`config.mk`:
```
export PLATFORM = sky130hd
export DESIGN_NAME = glitch_sequencer
export DESIGN_NICKNAME = d
export VERILOG_FILES = /design/src/rtl/glitch_sequencer.sv
export SDC_FILE = /design/constraint.sdc
export NUM_CORES = 1
export LEC_CHECK = 0
export CAP_MARGIN = 20
export CORE_MARGIN = 1
export CORE_UTILIZATION = 57
export CTS_CLUSTER_DIAMETER = 50
export DETAILED_ROUTE_END_ITERATION = 7
export GPL_TIMING_DRIVEN = 0
export PLACE_DENSITY = 0.8
export RECOVER_POWER = 50
export SYNTH_ARGS = -nofsm -noshare
export SYNTH_HDL_FRONTEND = slang
export SYNTH_SLANG_ARGS = --single-unit
```
`constraint.sdc`:
```
create_clock -name clk -period 4.8 [get_ports clk]
set_input_delay 0.96 -clock clk [delete_from_list [all_inputs] [get_ports clk]]
set_output_delay 0.96 -clock clk [all_outputs]
set_load 0.02 [all_outputs]
```
`src/rtl/glitch_sequencer.sv`:
```
// ----------------------------------------------------------------------------
// glitch_sequencer
// Shot controller for the glitcher. One shot: hold the target in reset, release
// it, optionally wait for a target trigger rising edge, wait a programmable
// delay, then fire a glitch pulse of programmable width.
//
// Ports:
//   clk, rst          system clock, synchronous active-high reset
//   start_i           begin a shot (sampled only in IDLE)
//   abort_i           cancel a shot in progress (returns to IDLE, no done)
//   use_trigger_i     1 = wait for a trigger rising edge before the delay
//   trigger_i         asynchronous trigger from the target
//   delay_cfg_i       cycles between reference point and glitch start
//   width_cfg_i       glitch pulse length in cycles (0 = no pulse)
//   target_rst_n_o    target reset, active low
//   glitch_out_o      glitch drive, active high
//   busy_o            shot in progress
//   done_o            one-cycle pulse at shot completion
//   timeout_o         sticky: last shot ended without a trigger
//   glitch_count_o    completed glitch pulses (wraps)
//   state_dbg_o       encoded current state
//
// state  | meaning
// IDLE   | waiting for start
// RESET  | target held in reset for RESET_CYCLES
// ARM    | waiting for synced trigger rising edge (bounded by TIMEOUT_CYCLES)
// DELAY  | counting delay_cfg cycles
// GLITCH | glitch_out high for width_cfg cycles
// FINISH | done pulse, back to IDLE
// ----------------------------------------------------------------------------
module glitch_sequencer #(
    parameter int RESET_CYCLES   = 120,
    parameter int CNT_W          = 32,
    parameter int TIMEOUT_CYCLES = 1200000
) (
    input  logic             clk,
    input  logic             rst,
    input  logic             start_i,
    input  logic             abort_i,
    input  logic             use_trigger_i,
    input  logic             trigger_i,
    input  logic [CNT_W-1:0] delay_cfg_i,
    input  logic [CNT_W-1:0] width_cfg_i,
    output logic             target_rst_n_o,
    output logic             glitch_out_o,
    output logic             busy_o,
    output logic             done_o,
    output logic             timeout_o,
    output logic [15:0]      glitch_count_o,
    output logic [2:0]       state_dbg_o
);

    typedef enum logic [2:0] {
        S_IDLE   = 3'd0,
        S_RESET  = 3'd1,
        S_ARM    = 3'd2,
        S_DELAY  = 3'd3,
        S_GLITCH = 3'd4,
        S_FINISH = 3'd5
    } state_t;

    localparam logic [CNT_W-1:0] RST_LAST = CNT_W'(RESET_CYCLES - 1);
    localparam logic [CNT_W-1:0] TO_LAST  = CNT_W'(TIMEOUT_CYCLES - 1);

    state_t           state_q;
    logic [CNT_W-1:0] cnt_q;
    logic [CNT_W-1:0] delay_q;
    logic [CNT_W-1:0] width_q;
    logic             use_trig_q;
    logic             trig_s1_q, trig_s2_q, trig_prev_q;
    logic             rst_n_q, glitch_q, busy_q, done_q, timeout_q;
    logic [15:0]      count_q;

    logic   trig_edge;
    state_t post_delay_st;
    state_t delay_entry_st;

    assign trig_edge = trig_s2_q & ~trig_prev_q;

    // Zero-length phases are skipped so that delay_cfg=0 and width_cfg=0 add no
    // cycles: the state after the delay is GLITCH or straight to FINISH, and
    // entering the delay phase may jump past DELAY entirely.
    assign post_delay_st  = (width_q == '0) ? S_FINISH : S_GLITCH;
    assign delay_entry_st = (delay_q == '0) ? post_delay_st : S_DELAY;

    // Synchronizer and edge-detect history always run, so a level that is
    // already high when ARM is entered never looks like an edge.
    always_ff @(posedge clk) begin
        if (rst) begin
            trig_s1_q   <= 1'b0;
            trig_s2_q   <= 1'b0;
            trig_prev_q <= 1'b0;
        end else begin
            trig_s1_q   <= trigger_i;
            trig_s2_q   <= trig_s1_q;
            trig_prev_q <= trig_s2_q;
        end
    end

    always_ff @(posedge clk) begin
        if (rst) begin
            state_q    <= S_IDLE;
            cnt_q      <= '0;
            delay_q    <= '0;
            width_q    <= '0;
            use_trig_q <= 1'b0;
            rst_n_q    <= 1'b1;
            glitch_q   <= 1'b0;
            busy_q     <= 1'b0;
            done_q     <= 1'b0;
            timeout_q  <= 1'b0;
            count_q    <= '0;
        end else begin
            done_q <= 1'b0;
            if (state_q != S_IDLE && abort_i) begin
                state_q  <= S_IDLE;
                cnt_q    <= '0;
                rst_n_q  <= 1'b1;
                glitch_q <= 1'b0;
                busy_q   <= 1'b0;
            end else begin
                case (state_q)
                    S_IDLE: begin
                        if (start_i && !abort_i) begin
                            delay_q    <= delay_cfg_i;
                            width_q    <= width_cfg_i;
                            use_trig_q <= use_trigger_i;
                            timeout_q  <= 1'b0;
                            busy_q     <= 1'b1;
                            rst_n_q    <= 1'b0;
                            cnt_q      <= '0;
                            state_q    <= S_RESET;
                        end
                    end
                    S_RESET: begin
                        if (cnt_q == RST_LAST) begin
                            rst_n_q <= 1'b1;
                            cnt_q   <= '0;
                            if (use_trig_q) begin
                                state_q <= S_ARM;
                            end else begin
                                state_q  <= delay_entry_st;
                                glitch_q <= (delay_entry_st == S_GLITCH);
                                done_q   <= (delay_entry_st == S_FINISH);
                            end
                        end else begin
                            cnt_q <= cnt_q + 1'b1;
                        end
                    end
                    S_ARM: begin
                        if (trig_edge) begin
                            cnt_q    <= '0;
                            state_q  <= delay_entry_st;
                            glitch_q <= (delay_entry_st == S_GLITCH);
                            done_q   <= (delay_entry_st == S_FINISH);
                        end else if (cnt_q == TO_LAST) begin
                            cnt_q     <= '0;
                            timeout_q <= 1'b1;
                            done_q    <= 1'b1;
                            state_q   <= S_FINISH;
                        end else begin
                            cnt_q <= cnt_q + 1'b1;
                        end
                    end
                    S_DELAY: begin
                        // delay_q >= 1 here, so delay_q - 1 cannot wrap.
                        if (cnt_q == delay_q - 1'b1) begin
                            cnt_q    <= '0;
                            state_q  <= post_delay_st;
                            glitch_q <= (post_delay_st == S_GLITCH);
                            done_q   <= (post_delay_st == S_FINISH);
                        end else begin
                            cnt_q <= cnt_q + 1'b1;
                        end
                    end
                    S_GLITCH: begin
                        if (cnt_q == width_q - 1'b1) begin
                            cnt_q    <= '0;
                            glitch_q <= 1'b0;
                            count_q  <= count_q + 1'b1;
                            done_q   <= 1'b1;
                            state_q  <= S_FINISH;
                        end else begin
                            cnt_q <= cnt_q + 1'b1;
                        end
                    end
                    S_FINISH: begin
                        busy_q  <= 1'b0;
                        state_q <= S_IDLE;
                    end
                    default: begin
                        state_q  <= S_IDLE;
                        cnt_q    <= '0;
                        rst_n_q  <= 1'b1;
                        glitch_q <= 1'b0;
                        busy_q   <= 1'b0;
                    end
                endcase
            end
        end
    end

    assign target_rst_n_o = rst_n_q;
    assign glitch_out_o   = glitch_q;
    assign busy_o         = busy_q;
    assign done_o         = done_q;
    assign timeout_o      = timeout_q;
    assign glitch_count_o = count_q;
    assign state_dbg_o    = state_q;

endmodule

```
==> run metrics <==
crit path cell chain or4_1 > or4_1 > clkbuf_1 > nor2_1 > mux2_2 > or4b_1 > or4_1 > o21ai_2 > a31oi_2 > clkbuf_2 > buf_2 > a21oi_1 > a31oi_1; total CTS buffers 17; met3 GRT Util 0.05840; Layout Skew ~8.4 ps; Antenna Nets Post-Route 0; Cell Pwr Density 438.1 nW/um2; Critical Path RT 5080 ps; WHS Endpoint trig_s2_q; multi-input logic area slightly below 5000 um2; final WL 23470 um; syn_nets between 1000 and 1500; GR Util met1 0.4404; RePlAce Congestion between 0.9 and 1; Setup crit start kind register; fin worst setup slack 170.6 ps; most frequent cells in the layout 194 x nand2_1, 124 x dfxtp_1, 106 x a21oi_1; Critical Path Fanout Max 10; first-pass GRT wire length 37550 um; grt total ovfl 0; largest area contributor in the netlist dfxtp_1; dpl ws -59.40 ps; core area 13240 um2; CTS H-tree lvls 4; Hold WS 433.4 ps; PortBufs between 90 and 100; Synth Area in Simple Gates 0.3233; Clock Latency Late Sink 430 ps; P_sw roughly 1.5 mW; Final Net Count around 1300; Pre-antenna DRT Iters 8; Max-Cap Viols 0; vias in the first global route 7420; Synth-to-Final Area Change 24.39%; CTS tree yes; die height 118.6 um; worst r2r dst cnt_q[17]; Core Util, Final 0.7275; slowest CP cell or4_1; P_leak around 3.6 nW; status completed; XOR/XNOR share of the synthesized area 0.1024; final worst-path cycle share 0.9644; Final Cell Area 9634 um2; post-synth top area share 0.3205; wire per inst 17.10 um; Compound-Gate Fraction of Synth Area 0.1729; Max Slew Vio Count 0; HPWL after detailed placement roughly 17000 um; Setup violations, final 0; DR iter-0 viols 808; HP Class reg2reg; Synth Area in Adders 0.006462; cells after synthesis 1073; Critical Path AT 4910 ps; hold path start trig_s1_q; flop-to-flop setup slack about 170 ps; Int Pwr 2.724 mW; via count 8288; warnings from Yosys 0; Final Hold Fails 0; Synth cell types 63; Yosys reg bits between 100 and 150; Post-synth EDFFs 0; clock sink count 124; Synth area leaders dfxtp_1 32%, nand2_1 9.4%, a21oi_1 6.8%; clock share of power 0.352; Crit path top cell by count or4_1; DRC 0; area of the die around 14000 um2; drt via density 6.041; CTS Hold Bufs 0; Post-DP Area between 8000 and 9000 um2; Top Ports 94; critical path's top delay family simple AND/OR/NAND/NOR gates; Filler Cell Count roughly 1100; slew at the pin with the worst max-slew slack roughly 1100 ps; mux share of post-synthesis cell area 0.01874; share of layout cells above drive strength 1 0.05017; Ant. Diodes 0; R2R Path Start delay_q[0]; GRT Util Overall 0.3384; met2 usage 0.5512; Initial Util 0.5848; Critical Path End Type register; CTS max path bufs 2; Reg clk slew, reported paths ~60 ps; commonest non-fill, non-tap cell in the layout nand2_1; area occupied by registers 2482 um2; Period minus WS final 4629 ps; die width 118.6 um; combinational power share 0.362; initial antenna violation count 0; Net Sw Frac 0.3548; most used routing layer met2; Peak VDD IR 0.2897 mV; FFs w/ async S/R, synth 0; R2R cell count 13; CTS root buf clkbuf_16; Cell Area, Synth 7745 um2; top_reg_cell synth dfxtp_1; average cell area after synthesis 7.218 um2; register area share after synthesis 0.3205; Buf/Inv on CP 3; cell row count 42; Setup CP Type reg2reg; highest clock rate 216.0 MHz; largest net degree at the start of global routing 17; combinational family with the most area after synthesis simple AND/OR/NAND/NOR gates; Worst Hold Depth 1; max_slew headroom 0.2821; part of the power in registers 0.286; Slowest Stage Delay on Critical Path 650 ps
registers in the layout (all words and copies together), names as in the netlist, 3 cells and up:
signal	cells
delay_q	32
width_q	32
glitch_count_o	16
state_dbg_o	3
cnt_q	32
stage by stage:
stage	power, mW	setup TNS (ps)	instances
4_1_cts	4.168	0	1372
3_3_place_gp	2.659	-1042	1341
3_5_place_dp	2.674	-348.0	1341
2_1_floorplan	2.285	0	1073
6_report	4.221	0	1372
5_1_grt	4.430	-206.2	1372
synth_stat cells (all sizes together), types with 7 or more instances:
cell / count
o21ai: 33
nand2: 194
inv: 21
nor2: 69
a211oi: 7
and2: 8
clkbuf: 82
nor3: 28
nand4: 26
and3: 16
mux2i: 10
nand2b: 12
or4: 17
or3: 18
xnor2: 41
nor4: 37
a31oi: 28
nor2b: 8
buf: 10
xor2: 47
a21oi: 106
nand3: 38
dfxtp: 124
power by group through the flow:
| stage | Clock [mW] | Sequential, mW | Combinational (mW) |
|---|---|---|---|
| floorplan | 0 | 1.21 | 1.07 |
| global placement | 0 | 1.22 | 1.44 |
| detailed placement | 0 | 1.22 | 1.45 |
| CTS | 1.49 | 1.20 | 1.47 |
| global route | 1.53 | 1.22 | 1.68 |
| finish | 1.49 | 1.21 | 1.53 |
kinds of logic after synthesis:
logic type                 count (synthesis)
buffers and inverters                    113
and+or+nand+nor                          504
DFF                                      124
muxes                                     14
xor gates and xnor gates                  89
adders and majority gates                  4
AOI/OAI and AO/OA                        225
what timing repair did:
action | CTS | global route
endpoints found under the setup margin | 26 | 35
pin swaps | 0 | 1
resized for setup | 3 | 12
cloned | 0 | 0
buffers inserted | 0 | 1
final cells by class:
type,instances,area share
tap,176,0.02286
buffer,91,0.03675
clock buffer,20,0.04844
multi-input combinational,836,0.5077
timing repair buffer,93,0.09636
sequential,124,0.2577
inverter,21,0.008182
clock inverter,11,0.02208
routing by layer:
| metal | vias up | part of all wire |
|---|---|---|
| li1 | 4040 | - |
| met1 | 3844 | 0.42 |
| met2 | 344 | 0.47 |
| met3 | 60 | 0.080 |
| met4 | 0 | 0.030 |
| met5 | - | 0 |
worst max-delay path by stage:
stage	startpoint	endpoint	slack [ps]	depth (start not counted)
2_1_floorplan	width_q[0]	cnt_q[9]	770	16
3_3_place_gp	delay_q[0]	cnt_q[9]	-90	14
3_5_place_dp	delay_q[0]	cnt_q[29]	-60	15
4_1_cts	delay_q[4]	cnt_q[29]	2	14
5_1_grt	width_q[0]	glitch_count_o[13]	-50	16
6_report	delay_q[0]	cnt_q[17]	170	13
No activity file was read; power rests on OpenSTA's default activity.
